<file path="config.mk">
export PLATFORM = sky130hd
export DESIGN_NAME = led_shift_driver
export DESIGN_NICKNAME = d
export VERILOG_FILES = /design/src/rtl/led_shift_driver.sv
export SDC_FILE = /design/constraint.sdc
export NUM_CORES = 1
export LEC_CHECK = 0
export CORE_ASPECT_RATIO = 0.5
export CORE_MARGIN = 1
export CORE_UTILIZATION = 62
export DETAILED_ROUTE_END_ITERATION = 10
export DONT_BUFFER_PORTS = 1
export PLACE_DENSITY = 0.79
export SYNTH_ARGS = -nofsm -noshare
export SYNTH_HDL_FRONTEND = slang
export SYNTH_SLANG_ARGS = --single-unit
</file>
<file path="constraint.sdc">
create_clock -name clk_i -period 4.91 [get_ports clk_i]
set_input_delay 0.491 -clock clk_i [delete_from_list [all_inputs] [get_ports clk_i]]
set_output_delay 0.491 -clock clk_i [all_outputs]
set_load 0.05 [all_outputs]
</file>
<file path="src/rtl/led_shift_driver.sv">
// -----------------------------------------------------------------------------
// led_shift_driver
//
// Serialises a 32-bit LED pattern into an external shift-register chain
// (for example 74HC595 devices) and pulses the storage latch afterwards.
// A frame is sent whenever the pattern differs from the last one sent.
// A frame is also sent once after reset, so the chain always starts from
// a known state.
//
// Frame timing, with CLK_DIV clk_i cycles per sclk_o half-period:
//   32 x (SHIFT_LO + SHIFT_HI)  = 64*CLK_DIV cycles
//   LATCH                       =    CLK_DIV cycles
//   total with busy_o=1         = 65*CLK_DIV cycles
//
// Ports
//   clk_i    in   1   system clock, rising edge
//   rst_n_i  in   1   asynchronous active-low reset
//   leds_i   in  32   LED pattern, bit n = LED n on
//   sclk_o   out  1   shift clock; the chain samples sdo_o on its rising edge
//   sdo_o    out  1   serial data, bit 31 first
//   latch_o  out  1   storage latch strobe, active-high
//   busy_o   out  1   high while a frame is in progress
// -----------------------------------------------------------------------------
module led_shift_driver #(
  parameter int CLK_DIV = 4  // legal range 1..255
) (
  input  logic        clk_i,
  input  logic        rst_n_i,
  input  logic [31:0] leds_i,
  output logic        sclk_o,
  output logic        sdo_o,
  output logic        latch_o,
  output logic        busy_o
);

  localparam logic [7:0] RELOAD = 8'(CLK_DIV - 1);

  typedef enum logic [1:0] {
    IDLE     = 2'd0,
    SHIFT_LO = 2'd1,
    SHIFT_HI = 2'd2,
    LATCH    = 2'd3
  } state_t;

  state_t      state_q, state_d;
  logic [7:0]  div_q,   div_d;
  logic [4:0]  bit_q,   bit_d;
  logic [31:0] shift_q, shift_d;
  logic [31:0] sent_q,  sent_d;
  logic        init_q,  init_d;

  logic        sclk_d, sdo_d, latch_d, busy_d;

  // Next-state and datapath logic.
  always_comb begin
    // NOTE: every signal gets a default first, so no path can leave it
    // unassigned and no latch is inferred.
    state_d = state_q;
    div_d   = div_q;
    bit_d   = bit_q;
    shift_d = shift_q;
    sent_d  = sent_q;
    init_d  = init_q;

    unique case (state_q)
      IDLE: begin
        // leds_i is only looked at here, so a value that changes and then
        // reverts during a frame never causes another frame.
        if ((leds_i != sent_q) || init_q) begin
          shift_d = leds_i;
          sent_d  = leds_i;
          init_d  = 1'b0;
          bit_d   = 5'd31;
          div_d   = RELOAD;
          state_d = SHIFT_LO;
        end
      end

      SHIFT_LO: begin
        if (div_q == 8'd0) begin
          div_d   = RELOAD;
          state_d = SHIFT_HI;
        end else begin
          div_d = div_q - 8'd1;
        end
      end

      SHIFT_HI: begin
        if (div_q == 8'd0) begin
          shift_d = {shift_q[30:0], 1'b0};
          div_d   = RELOAD;
          if (bit_q != 5'd0) begin
            bit_d   = bit_q - 5'd1;
            state_d = SHIFT_LO;
          end else begin
            state_d = LATCH;
          end
        end else begin
          div_d = div_q - 8'd1;
        end
      end

      LATCH: begin
        if (div_q == 8'd0) begin
          state_d = IDLE;
        end else begin
          div_d = div_q - 8'd1;
        end
      end

      default: state_d = IDLE;
    endcase
  end

  // The outputs are decoded from the next state and then registered, so they
  // line up with the state register and have no combinational path to the
  // pins. The shift register moves only on the SHIFT_HI->SHIFT_LO edge. That
  // edge also drops sclk_o, so sdo_o never changes while sclk_o is high.
  always_comb begin
    sclk_d  = (state_d == SHIFT_HI);
    latch_d = (state_d == LATCH);
    busy_d  = (state_d != IDLE);
    sdo_d   = ((state_d == SHIFT_LO) || (state_d == SHIFT_HI)) ? shift_d[31] : 1'b0;
  end

  // NOTE: sequential state uses non-blocking assignments only, so every
  // register samples values from before the edge regardless of order.
  always_ff @(posedge clk_i or negedge rst_n_i) begin
    if (!rst_n_i) begin
      state_q <= IDLE;
      div_q   <= 8'd0;
      bit_q   <= 5'd0;
      shift_q <= 32'd0;
      sent_q  <= 32'd0;
      init_q  <= 1'b1;
      sclk_o  <= 1'b0;
      sdo_o   <= 1'b0;
      latch_o <= 1'b0;
      busy_o  <= 1'b0;
    end else begin
      state_q <= state_d;
      div_q   <= div_d;
      bit_q   <= bit_d;
      shift_q <= shift_d;
      sent_q  <= sent_d;
      init_q  <= init_d;
      sclk_o  <= sclk_d;
      sdo_o   <= sdo_d;
      latch_o <= latch_d;
      busy_o  <= busy_d;
    end
  end

endmodule
</file>
# Word-level counts from Yosys, hierarchy flattened
# Index checks and enable logic that the tools add are counted.
[totals]
regBits = 84
input_bits = 34
out_inout_bits = 4
elab_cells = 54
[op_classes]
n_addsub = 2
eq_ne = 11
muxes = 18
reduce_logical = 12
[op_table]
columns = ["cell", "n"]
rows = [
  ["two-way mux 32 bit", 2],
  ["case mux 32 bit (2 select lines)", 1],
  ["!= test 32 bit", 1],
  ["two-way mux 8 bit", 3],
  ["case mux 8 bit (3 select lines)", 1],
  ["two-way mux 5 bit", 3],
  ["two-way mux 2 bit", 5],
  ["case mux 5 bit (2 select lines)", 1],
  ["equality test 2 bit, second input constant", 4],
  ["logical NOT 8 bit", 1],
  ["!= test 2 bit, second input constant", 4],
  ["case mux 2 bit (4 select lines)", 1],
  ["subtractor 8 x 1 -> 8 bit, second input constant", 1],
  ["nonzero test 5 bit", 1],
  ["subtractor 5 x 1 -> 5 bit, second input constant", 1],
  ["equality test 2 x 1 -> 1 bit, second input constant", 2],
  ["AND reduction 2 bit", 2],
  ["AND reduction 4 bit", 1],
  ["nonzero test 2 bit", 2],
  ["AND reduction 3 bit", 1],
  ["logical NOT 2 bit", 1],
  ["logical OR 1 bit", 2],
  ["OR reduction 2 bit", 1],
  ["two-way mux 1 bit", 1],
]

# Longest topological paths before layout
[logic_depth]
ltp_word = 7
depth_mapped = 12
ltp_nobuf = 11

# Least setup slack after synthesis
# No wires, ideal clock.
[synth_path]
kind = "register to register"
from = "register div_q[0]"
to = "register sdo_o"
setup_time_ps = 82
t_arrival_ps = 2659
t_required_ps = 4828
slack_ps = 2169
path_stages_with_launch = 13
n_path_buf = 1
synth_period_minus_slack_ps = 2741
cell_sequence = "dfrtp_1 -> inv_1 -> ha_1 -> or3b_4 -> or3_1 -> buf_6 -> mux2_4 -> o21ai_2 -> nor2_1 -> o21a_1 -> ha_1 -> nand2b_1 -> o22ai_1"
[synth_between]
elab_chain_cells = 6
elab_cells_between_ends = 11
classes_between = "eq/ne: 2; mux: 7; reduce/logical: 2"
[synth_rtl]
columns = ["element", "line_no", "text"]
rows = [
  ["start: declaration", "46", "logic [7:0] div_q, div_d;"],
  ["start signal: assignment", "142", "div_q <= div_d;"],
  ["logical NOT 8 bit (*)", "80, 89, 104", ""],
  ["two-way mux 2 bit, on equally long branches", "104, 80, 89", ""],
  ["case mux 2 bit (4 select lines) (*)", "65", "unique case (state_q)"],
  ["net state_d[1]", "45", "state_t state_q, state_d;"],
  ["equality test 2 x 1 -> 1 bit or equality test 2 bit (tied branches)", "123", "sdo_d = ((state_d == SHIFT_LO) || (state_d == SHIFT_HI)) ? shift_d[31] : 1'b0;"],
  ["logical OR 1 bit (*)", "123", ""],
  ["two-way mux 1 bit (*)", "123", ""],
  ["net sdo_d", "52", "logic sclk_d, sdo_d, latch_d, busy_d;"],
  ["end signal: assignment", "148", "sdo_o <= sdo_d;"],
  ["end: declaration", "31", "output logic sdo_o,"],
]
# Mark *: on every way through the listed nets, which the timed path passes. The rest lies on a longest branch. The select of a mux whose other input is x is not followed.
# A chain may end at the register's enable or synchronous reset.

# Worst setup path after layout
[layout_path]
from = "register state_q[1]"
to = "register sent_q[12]"
[layout_between]
elab_chain_cells = 2
[layout_rtl]
columns = ["element", "line_no", "text"]
rows = [
  ["start: declaration", "45", ""],
  ["start signal: assignment", "141", "state_q <= state_d;"],
  ["logical NOT 2 bit", "65", ""],
  ["AND reduction 2 bit (no line)", "-", ""],
  ["end signal: assignment", "145", "sent_q <= sent_d;"],
  ["end: declaration", "49", "logic [31:0] sent_q, sent_d;"],
]
# Every way passes these cells.

==> flow_summary.ini <==
[outcome]
status = complete, no violations

[layout]
nFillCells = 476
layout.nets = 397
drive_gt1_frac = 0.2388
diodes = 0
seqCellArea_mm2 = 0.002103
multi_input_area_mm2 = 0.002042
area_delta_synth_final_pct = 8.586
final_util = 0.6967

[clock_network]
cts-resized-gates = 0
worstSkewPairLatency_ns = 0.34
cts_sinks = 84
root_buffer = clkbuf_16
clk_pin_slew_ns = 0.06
postCtsSetupBuffers = 0
cts_buffer_depth = 2
numCtsBuffers = 9
cts_tree = built
ctsHtreeMaxLevel = 3

[sta]
tightest_slew_ns = 1.247
relSlewSlack = 0.1689
maxSlewViolCount = 0
hold_slack_ns = 0.05783
setup_viol = 0
report.final.hold_viol_count = 0
fin_crit_sh = 0.6352
grt_setup_unrepaired = no
clock.fmax_mhz = 320.6
fin_crit_ns = 3.119
fin_skew_ns = 0.002711
setup_tns_ns = 0

[min_path]
holdCritPathClass = primary input to async pin

[power_and_ir_drop]
peakVddDrop_mv = 0.2696
p_leak_nw = 1.925
power_density_mw_per_mm2 = 411.1

[floorplan]
die_width_um = 119.8
initial_core_util = 0.6416
die_y_um = 60.88
die_area_mm2 = 0.007291
ios = 38
core_mm2 = 0.006700
rows = 21

[worst_setup_path]
cp_max_fo = 42
critPathKind = flip-flop to flip-flop
critPathRequiredTime_ns = 5.13
slowest_delay_ns = 1.01
path_delay_family = compound AO/OA/AOI/OAI gates
r2r_setup_slack_ns = 1.79
cp-end-kind = flip-flop
path_buf_inv = 3
crit_top_cell = inv_1
arrival_ns = 3.34
crit_chain = inv_1 -> ha_1 -> inv_1 -> a31oi_4 -> buf_4 -> mux2_2
worstSetupStartpointType = flip-flop
crit_slowest_cell = a31oi_4

[route]
vias_per_cell = 6.228
drcViolationCount = 0
first_pass_iters = 4
ant_nets = 0
vias = 2790
wl_mm = 8.768
drtIter0Drc = 232
wl_per_cell_um = 19.57

[placed_design]
place_congestion = 0.8944
dp.final_hpwl_mm = 5.929
port_buffers = 0

[yosys]
yosysUniqueCellTypes = 50
synthArstFlopShare = 1.000
ys_ff_latch = 84
synth_area_leader_cell = dfrtp_1
synthFlopType = dfrtp_1
syn_nets = 399
synth_top_area_frac = 0.4831
synth_cells = 355
syn_avg_cell_area_um2 = 12.11
synth-edff-count = 0
ys_warn_count = 0
yosysSeqAreaShare = 0.4892
netlist_area_mm2 = 0.004299
synth_area_leaders = dfrtp_1 (48%), mux2_2 (15%), a22o_1 (6.1%)

[global_route]
grt_first_pass_wirelength_mm = 14.30
grt_max_degree = 84
grt_pass1_vias = 2872
grtUsageTotal = 0.2678
antenna_found_initial = 0
gr-total-overflow = 0

[job]
maxCapViolCount = 0
==> registers in the layout, indices dropped and copies added (netlist names), 2 cells and up <==
| signal | flops |
|---|---|
| shift_q | 32 |
| sent_q | 32 |
| bit_q | 5 |
| div_q | 8 |
| state_q | 2 |
==> report_power, final <==
| group | leakage, nW | total, mW | switching (mW) | internal, mW |
|---|---|---|---|---|
| logic | 0.784 | 0.266 | 0.100 | 0.165 |
| clock network | 0.145 | 0.674 | 0.258 | 0.415 |
| registers | 0.997 | 0.980 | 0.118 | 0.862 |
| total | 1.93 | 1.92 | 0.477 | 1.44 |
==> cell families after synthesis <==
kind of cell / count (synthesis) / synth area share
buffers and inverters: 33 / 0.03580
and+or+nand+nor: 61 / 0.09081
xor gates and xnor gates: 29 / 0.05908
DFF: 84 / 0.4892
adders and majority gates: 10 / 0.02910
muxes: 62 / 0.1630
AOI/OAI and AO/OA: 76 / 0.1330
==> through the flow <==
stage	std cells	worst slack, ns	instance area, µm²	total power, mW
floorplan	355	2.169	4299	1.169
global placement	432	1.829	4339	1.209
detailed placement	432	1.790	4339	1.240
CTS	448	1.822	4668	1.929
global route	448	1.559	4668	2.003
finish	448	1.791	4668	1.919
==> layout make-up <==
| class | instances | share of cell area |
|---|---|---|
| clock inverter | 2 | 0.007505 |
| timing repair buffer | 5 | 0.01287 |
| inverter | 15 | 0.01206 |
| clock buffer | 12 | 0.05495 |
| tap | 92 | 0.02466 |
| sequential | 84 | 0.4505 |
| multi-input combinational | 238 | 0.4374 |
==> worst paths after layout <==
path | start | end | cells after the start
max | state_q[1]$_DFF_PN0_ | sent_q[12]$_DFFE_PN0P_ | 6
min | rst_n_i | div_q[4]$_DFFE_PN0P_ | 1
max reg2reg | state_q[1]$_DFF_PN0_ | sent_q[12]$_DFFE_PN0P_ | 6
min reg2reg | init_q$_DFFE_PN1P_ | init_q$_DFFE_PN1P_ | 1
max in group asynchronous | rst_n_i | init_q$_DFFE_PN1P_ | 1
min in group clk_i | leds_i[10] | sent_q[10]$_DFFE_PN0P_ | 2
==> Yosys cell counts, types with 2 or more instances <==
| cell type | n |
|---|---|
| dfrtp_1 | 83 |
| mux2_2 | 57 |
| a22o_1 | 30 |
| xnor2_1 | 26 |
| a21oi_1 | 18 |
| inv_1 | 15 |
| ha_1 | 10 |
| nor2_1 | 9 |
| nand4_1 | 8 |
| nor3_1 | 8 |
| clkbuf_1 | 7 |
| nand2_1 | 7 |
| o31ai_1 | 7 |
| buf_2 | 6 |
| or3_1 | 6 |
| or4_1 | 6 |
| o21ai_0 | 5 |
| buf_4 | 4 |
| a211oi_1 | 3 |
| mux2_1 | 3 |
| xor2_1 | 3 |
| a31oi_1 | 2 |
| and3_1 | 2 |
| nand2b_1 | 2 |
| nor4_4 | 2 |
| o22a_1 | 2 |
==> cells in the final DEF (no fill, tap or decap), types with 5 or more instances in the layout <==
cell type | netlist | routed
dfrtp_1 | 83 | 83
o21ai_0 | 5 | 5
inv_1 | 15 | 15
nor3_1 | 8 | 8
a21oi_1 | 18 | 18
nor2_1 | 9 | 9
nand2_1 | 7 | 7
or4_1 | 6 | 6
nand4_1 | 8 | 8
ha_1 | 10 | 10
or3_1 | 6 | 6
o31ai_1 | 7 | 7
mux2_2 | 57 | 57
xnor2_1 | 26 | 26
clkbuf_16 | 0 | 9
a22o_1 | 30 | 30
==> repair_timing <==
item	4_1_cts	5_1_grt
setup endpoints to repair	0	0
endpoints found under the hold margin	83	0
hold buffers	2	0
==> metal layers <==
layer / track usage / routed length, µm / vias to the layer above
li1: - / - / 1302
met4: 0.1000 / 143 / 0
met3: 0.09211 / 500 / 14
met1: 0.3374 / 3994 / 1396
met5: 0 / 0 / -
met2: 0.4410 / 4129 / 78
Note: power is estimated with default switching activity, not from simulation.
